<file path="src/rtl/clarvi_regfile_sequencer_pkg.sv">
// rtl/clarvi_regfile_sequencer_pkg.sv - shared op and state types for the 64-bit register access sequencer
package clarvi_regfile_sequencer_pkg;

  typedef enum logic [1:0] {
    OP_READ       = 2'b00,
    OP_WRITE      = 2'b01,
    OP_READ_WRITE = 2'b10,
    OP_NOP        = 2'b11
  } regseq_op_t;

  typedef enum logic [2:0] {
    S_IDLE  = 3'd0,
    S_RD_LO = 3'd1,
    S_RD_HI = 3'd2,
    S_WR_LO = 3'd3,
    S_WR_HI = 3'd4,
    S_RESP  = 3'd5
  } regseq_state_t;

endpackage

</file>
<file path="src/rtl/clarvi_regfile_sequencer_if.sv">
// rtl/clarvi_regfile_sequencer_if.sv - request/response handshake between wide-op issue logic and the sequencer
interface clarvi_regfile_sequencer_if
  import clarvi_regfile_sequencer_pkg::*;
#(
  parameter int HALF_W = 32,
  parameter int ADDR_W = 5
);

  logic                  req_valid;
  logic                  req_ready;
  regseq_op_t            req_op;
  logic [ADDR_W-1:0]     req_rs1;
  logic [ADDR_W-1:0]     req_rs2;
  logic [ADDR_W-1:0]     req_rd;
  logic [2*HALF_W-1:0]   req_wdata;
  logic                  req_rs2_low;
  logic                  resp_valid;
  logic                  resp_ready;
  logic [2*HALF_W-1:0]   resp_rdata1;
  logic [2*HALF_W-1:0]   resp_rdata2;
  logic                  busy;

  modport master (
    output req_valid, req_op, req_rs1, req_rs2, req_rd, req_wdata, req_rs2_low, resp_ready,
    input  req_ready, resp_valid, resp_rdata1, resp_rdata2, busy
  );

  modport slave (
    input  req_valid, req_op, req_rs1, req_rs2, req_rd, req_wdata, req_rs2_low, resp_ready,
    output req_ready, resp_valid, resp_rdata1, resp_rdata2, busy
  );

endinterface

</file>
<file path="src/rtl/clarvi_regfile_sequencer.sv">
// rtl/clarvi_regfile_sequencer.sv - splits 64-bit register reads/writes into two half accesses on a 2x32 register file
module clarvi_regfile_sequencer
  import clarvi_regfile_sequencer_pkg::*;
#(
  parameter int HALF_W       = 32,
  parameter int ADDR_W       = 5,
  parameter bit SKIP_ZERO_WR = 1'b1
) (
  input  logic                 clock,
  input  logic                 reset_n,
  clarvi_regfile_sequencer_if.slave bus,
  output logic                 rf_fetch_part,
  output logic                 rf_rs2_part_override,
  output logic [ADDR_W-1:0]    rf_fetch_register_1,
  output logic [ADDR_W-1:0]    rf_fetch_register_2,
  output logic                 rf_write_part,
  output logic [ADDR_W-1:0]    rf_write_register,
  output logic [HALF_W-1:0]    rf_data_in,
  output logic                 rf_write_enable,
  input  logic [HALF_W-1:0]    rf_data_out_1,
  input  logic [HALF_W-1:0]    rf_data_out_2
);

  regseq_state_t       state;
  regseq_op_t          op_q;
  logic [ADDR_W-1:0]   rs1_q;
  logic [ADDR_W-1:0]   rs2_q;
  logic [ADDR_W-1:0]   rd_q;
  logic [2*HALF_W-1:0] wdata_q;
  logic                rs2_low_q;
  logic [2*HALF_W-1:0] rdata1_q;
  logic [2*HALF_W-1:0] rdata2_q;

  always_ff @(posedge clock or negedge reset_n) begin
    if (!reset_n) begin
      state     <= S_IDLE;
      op_q      <= OP_NOP;
      rs1_q     <= '0;
      rs2_q     <= '0;
      rd_q      <= '0;
      wdata_q   <= '0;
      rs2_low_q <= 1'b0;
      rdata1_q  <= '0;
      rdata2_q  <= '0;
    end else begin
      case (state)
        S_IDLE: begin
          if (bus.req_valid) begin
            op_q      <= bus.req_op;
            rs1_q     <= bus.req_rs1;
            rs2_q     <= bus.req_rs2;
            rd_q      <= bus.req_rd;
            wdata_q   <= bus.req_wdata;
            rs2_low_q <= bus.req_rs2_low;
            // Writes and NOPs report zero rather than stale data from an earlier read.
            rdata1_q  <= '0;
            rdata2_q  <= '0;
            case (bus.req_op)
              OP_READ, OP_READ_WRITE: state <= S_RD_LO;
              OP_WRITE:               state <= S_WR_LO;
              default:                state <= S_RESP;
            endcase
          end
        end
        S_RD_LO: begin
          rdata1_q[HALF_W-1:0] <= rf_data_out_1;
          rdata2_q[HALF_W-1:0] <= rf_data_out_2;
          state                <= S_RD_HI;
        end
        S_RD_HI: begin
          rdata1_q[2*HALF_W-1:HALF_W] <= rf_data_out_1;
          rdata2_q[2*HALF_W-1:HALF_W] <= rs2_low_q ? '0 : rf_data_out_2;
          state <= (op_q == OP_READ_WRITE) ? S_WR_LO : S_RESP;
        end
        S_WR_LO: state <= S_WR_HI;
        S_WR_HI: state <= S_RESP;
        S_RESP:  if (bus.resp_ready) state <= S_IDLE;
        default: state <= S_IDLE;
      endcase
    end
  end

  logic rd_phase;
  logic wr_phase;
  assign rd_phase = (state == S_RD_LO) || (state == S_RD_HI);
  assign wr_phase = (state == S_WR_LO) || (state == S_WR_HI);

  assign bus.req_ready   = (state == S_IDLE);
  assign bus.resp_valid  = (state == S_RESP);
  assign bus.busy        = (state != S_IDLE);
  assign bus.resp_rdata1 = rdata1_q;
  assign bus.resp_rdata2 = rdata2_q;

  // Register file controls come only from state and latched fields so they are quiet in IDLE.
  assign rf_fetch_part        = (state == S_RD_HI);
  assign rf_rs2_part_override = rd_phase && rs2_low_q;
  assign rf_fetch_register_1  = rd_phase ? rs1_q : '0;
  assign rf_fetch_register_2  = rd_phase ? rs2_q : '0;
  assign rf_write_part        = (state == S_WR_HI);
  assign rf_write_register    = wr_phase ? rd_q : '0;
  assign rf_data_in           = (state == S_WR_LO) ? wdata_q[HALF_W-1:0] :
                                (state == S_WR_HI) ? wdata_q[2*HALF_W-1:HALF_W] : '0;
  assign rf_write_enable      = wr_phase && !(SKIP_ZERO_WR && (rd_q == '0));

endmodule
</file>
<file path="src/flat_wrapper.sv">
// flat-port wrapper written by rule: the top's interface ports become plain ports
module clarvi_regfile_sequencer_flat import clarvi_regfile_sequencer_pkg::*;
#(
  parameter int HALF_W       = 32,
  parameter int ADDR_W       = 5,
  parameter bit SKIP_ZERO_WR = 1'b1
)
  (clock, reset_n, rf_fetch_part, rf_rs2_part_override, rf_fetch_register_1, rf_fetch_register_2, rf_write_part, rf_write_register, rf_data_in, rf_write_enable, rf_data_out_1, rf_data_out_2, bus_req_valid, bus_req_op, bus_req_rs1, bus_req_rs2, bus_req_rd, bus_req_wdata, bus_req_rs2_low, bus_resp_ready, bus_req_ready, bus_resp_valid, bus_resp_rdata1, bus_resp_rdata2, bus_busy);
  clarvi_regfile_sequencer_if #(.HALF_W(HALF_W), .ADDR_W(ADDR_W)) bus_i ();
  input  logic clock;
  input  logic reset_n;
  output logic rf_fetch_part;
  output logic rf_rs2_part_override;
  output logic [ADDR_W-1:0] rf_fetch_register_1;
  output logic [ADDR_W-1:0] rf_fetch_register_2;
  output logic rf_write_part;
  output logic [ADDR_W-1:0] rf_write_register;
  output logic [HALF_W-1:0] rf_data_in;
  output logic rf_write_enable;
  input  logic [HALF_W-1:0] rf_data_out_1;
  input  logic [HALF_W-1:0] rf_data_out_2;
  input wire logic [$bits(bus_i.req_valid)-1:0] bus_req_valid;
  input wire logic [$bits(bus_i.req_op)-1:0] bus_req_op;
  input wire logic [$bits(bus_i.req_rs1)-1:0] bus_req_rs1;
  input wire logic [$bits(bus_i.req_rs2)-1:0] bus_req_rs2;
  input wire logic [$bits(bus_i.req_rd)-1:0] bus_req_rd;
  input wire logic [$bits(bus_i.req_wdata)-1:0] bus_req_wdata;
  input wire logic [$bits(bus_i.req_rs2_low)-1:0] bus_req_rs2_low;
  input wire logic [$bits(bus_i.resp_ready)-1:0] bus_resp_ready;
  output wire logic [$bits(bus_i.req_ready)-1:0] bus_req_ready;
  output wire logic [$bits(bus_i.resp_valid)-1:0] bus_resp_valid;
  output wire logic [$bits(bus_i.resp_rdata1)-1:0] bus_resp_rdata1;
  output wire logic [$bits(bus_i.resp_rdata2)-1:0] bus_resp_rdata2;
  output wire logic [$bits(bus_i.busy)-1:0] bus_busy;
  assign bus_i.req_valid = bus_req_valid;
  assign bus_i.req_op = bus_req_op;
  assign bus_i.req_rs1 = bus_req_rs1;
  assign bus_i.req_rs2 = bus_req_rs2;
  assign bus_i.req_rd = bus_req_rd;
  assign bus_i.req_wdata = bus_req_wdata;
  assign bus_i.req_rs2_low = bus_req_rs2_low;
  assign bus_i.resp_ready = bus_resp_ready;
  assign bus_req_ready = bus_i.req_ready;
  assign bus_resp_valid = bus_i.resp_valid;
  assign bus_resp_rdata1 = bus_i.resp_rdata1;
  assign bus_resp_rdata2 = bus_i.resp_rdata2;
  assign bus_busy = bus_i.busy;
  clarvi_regfile_sequencer #(.HALF_W(HALF_W), .ADDR_W(ADDR_W), .SKIP_ZERO_WR(SKIP_ZERO_WR)) u_core (.clock(clock), .reset_n(reset_n), .bus(bus_i), .rf_fetch_part(rf_fetch_part), .rf_rs2_part_override(rf_rs2_part_override), .rf_fetch_register_1(rf_fetch_register_1), .rf_fetch_register_2(rf_fetch_register_2), .rf_write_part(rf_write_part), .rf_write_register(rf_write_register), .rf_data_in(rf_data_in), .rf_write_enable(rf_write_enable), .rf_data_out_1(rf_data_out_1), .rf_data_out_2(rf_data_out_2));
endmodule
</file>
<file path="config.mk">
export PLATFORM = sky130hd
export DESIGN_NAME = clarvi_regfile_sequencer_flat
export DESIGN_NICKNAME = d
export VERILOG_FILES = /design/src/rtl/clarvi_regfile_sequencer_pkg.sv /design/src/rtl/clarvi_regfile_sequencer_if.sv /design/src/rtl/clarvi_regfile_sequencer.sv /design/src/flat_wrapper.sv
export SDC_FILE = /design/constraint.sdc
export NUM_CORES = 1
export LEC_CHECK = 0
export BUFFER_PORTS_ARGS = -buffer_cell sky130_fd_sc_hd__buf_2
export CORE_MARGIN = 2
export CORE_UTILIZATION = 47
export CTS_CLUSTER_SIZE = 8
export DETAILED_ROUTE_END_ITERATION = 7
export PLACE_DENSITY = 0.85
export SYNTH_ARGS = -nofsm -noshare
export SYNTH_HDL_FRONTEND = slang
export SYNTH_SLANG_ARGS = --single-unit
</file>
<file path="constraint.sdc">
create_clock -name clock -period 2.25 [get_ports clock]
set_input_delay 0.45 -clock clock [delete_from_list [all_inputs] [get_ports clock]]
set_output_delay 0.45 -clock clock [all_outputs]
set_load 0.005 [all_outputs]
</file>
==> flow_summary.ini <==
[status]
status = finished with violations
violations = setup timing

[power]
power_density_mw_per_mm2 = 1460
p_clk_share_pct = 23.8
leakage_nw = 5.95
seq_power_share_pct = 38.9
power.switching_mw = 5.57
p_int_mw = 11.4
swShare_pct = 32.7
peakVddDrop_v = 0.000844
combPwrFrac_pct = 37.3

[global_routing]
grt_pass1_vias = 6770
grt_pass1_wl_um = 37000
antenna_found_initial = 2
grt_overflow = 0
grt_usage_pct = 23.8
grt_max_degree = 69

[synth]
synth-edff-count = 0
syn-mean-instance-area_um2 = 13.8
syn-cell-area_mm2 = 0.00852
synth_xor_area_share_pct = 0
synth_fa_ha_area_share_pct = 0
synth_top_area_share_pct = 61.9
yosys.area_share.simple_pct = 5.64
synth-async-reset-ratio_pct = 100
synth_compound_area_share_pct = 17.0
synth_area_leaders = dfrtp_1, a22o_1, mux2_1
yosysTopAreaCell = dfrtp_1
synth_top_family_by_area = compound AO/OA/AOI/OAI gates
yosys.cell_count.top_type = dfrtp_1
syn_inst = 618
ys.flop_type = dfrtp_1
ys_seq_elements = 213
synth.area.mux_share_pct = 10.8
yosys.cell_types.count = 34
syn_nets = 768
synth_seq_area_share_pct = 62.6
synth_top_cells_by_count = dfrtp_1, a22o_1, mux2_1
yosysWarnings = 0

[route]
remaining_drc_errors = 0
vias_per_cell = 5.48
wirelength_um = 24000
first_iter_violations = 322
via_count = 6642
wl_per_cell_um = 19.8
dr.pass1.iters = 4
detail-route-antenna-nets = 0

[sta]
worst_pin_slew_ps = 704
setup_ws_ps = -16.2
min_period_ps = 2270
worst_clock_skew_ps = 11.0
setup_violations = 7
setup_tns_ps = -65.9
timing.slew.headroom_pct = 53.1
max_freq_mhz = 441
slew_violations = 0
rsz0062_at_grt = yes
period_share_pct = 101
hold_viol = 0

[floorplanning]
die_h_um = 139
start_util_pct = 47.6
core_area_mm2 = 0.0179
num_rows = 49
die_width_um = 139
io_pins = 332
die_area_mm2 = 0.0192

[finish]
nNetsFinal = 1117
final_core_util_pct = 65.2
fin_cells = 1211
synthToLayoutAreaGrowth_pct = 36.9
final_cell_area_mm2 = 0.0117
drive_gt1_share_pct = 45.7

[setup_path]
worstPathRequired_ps = 1800
arrival_ps = 1820
path_max_fanout = 6
slowest_stage = dfrtp_2
crit_type = flip-flop to primary output
path_cells = and3b_2 -> or2_4 -> and2_4 -> buf_6
start_kind = flip-flop
critPathCaptureType = primary output
cp_slowest_stage_delay_ps = 460

[placement]
dp_slack_ps = 398
port_buffers = 331
post-place-cells = 1154
dp_hpwl_um = 16100
post_dp_cell_area_mm2 = 0.0105
place_congestion = 0.840

[flow_run]
cap_violations = 0

[min_path]
hp-class = input pin to flip-flop

[cts]
cts_tree = yes
path_clk_slew_ps = 50
htreeDepth = 1
clk_path_buf_depth = 3
cts_sinks = 213
root_buffer = clkbuf_16
clk_latency_ps = 530
cts_buffers = 30
-- power by group through the flow --
stage / registers [mW] / clock network [mW] / logic, mW
after floorplan: 6.46 / 0 / 3.27
after CTS: 6.57 / 4.10 / 5.97
final: 6.62 / 4.05 / 6.35
after detailed placement: 6.58 / 0 / 5.82
after global routing: 6.80 / 4.29 / 6.89
after global placement: 6.50 / 0 / 5.61
-- worst paths after layout --
path                       depth (start not counted)          startpoint                         end  slack, ps
max                                                4     u_core.state[1]        rf_write_register[4]        -20
min                                                2      bus_resp_ready             u_core.state[0]        140
max reg2reg                                        7     u_core.state[0]  u_core.bus.resp_rdata2[20]        250
min reg2reg                                        1  u_core.wdata_q[45]          u_core.wdata_q[45]        490
max in group asynchronous                          3             reset_n           u_core.wdata_q[1]       1090
min in group asynchronous                          2             reset_n  u_core.bus.resp_rdata1[60]        510
-- timing repair --
| action | CTS | global route |
|---|---|---|
| resized for setup | 16 | 43 |
| buffers inserted | 1 | 6 |
| pin swaps | 0 | 38 |
| endpoints found under the hold margin | 59 | 0 |
| hold buffers | 1 | 0 |
| endpoints found under the setup margin | 42 | 50 |
| cloned | 1 | 1 |
-- stage by stage --
step                      hold WS (ps)  total power, mW
after CTS                          119             16.6
final                              139             17.0
after global placement             459             12.1
after detailed placement           468             12.4
after floorplan                    154             9.73
after global routing               127             18.0
-- metal layers --
metal / part of all wire [%] / vias up / track usage, % / wire, um
li1: - / 2975 / - / -
met1: 39 / 3283 / 30.8 / 9450
met2: 50 / 310 / 39.3 / 12000
met3: 6.3 / 74 / 4.42 / 1510
met4: 4.2 / 0 / 10.9 / 1000
met5: 0 / - / 0 / 0
-- registers in the layout, indices dropped and copies added (netlist names) --
name                    flops
u_core.rs2_low_q            1
u_core.bus.resp_rdata1     64
u_core.wdata_q             64
u_core.state                3
u_core.op_q                 2
u_core.rd_q                 5
u_core.rs2_q                5
u_core.rs1_q                5
u_core.bus.resp_rdata2     64
-- critical path: cells and delay by family (launching register included) --
kind                   cells  cell delay [ps]
AND/OR/NAND/NOR            3              720
flip-flops                 1              460
buffers and inverters      1              110
-- layout make-up --
cell class | instances | area (um^2)
inverters | 2 | 7.51
repair buffers | 371 | 2230
flip-flops and latches | 213 | 5340
fillers | 1312 | 6240
clock buffers | 45 | 838
diodes | 2 | 5.00
multi-input cells | 349 | 2960
well taps | 229 | 287
-- logic make-up after synthesis --
family / count (synthesis)
multiplexers: 82
AND/OR/NAND/NOR: 99
buffers and inverters: 56
flip-flops: 213
AO/OA/AOI/OAI: 168
-- placed cells by master (no fill, tap or decap), drive strengths merged, types with 2 or more instances in the layout --
master	instances
mux2	82
nand2b	3
and2	17
clkbuf	46
dfrtp	211
buf	369
nand2	64
diode	2
a22o	96
inv	2
nor2	4
dfstp	2
o2bb2ai	64
a21oi	2
nor3b	2
No activity file was read; power rests on OpenSTA's default activity.
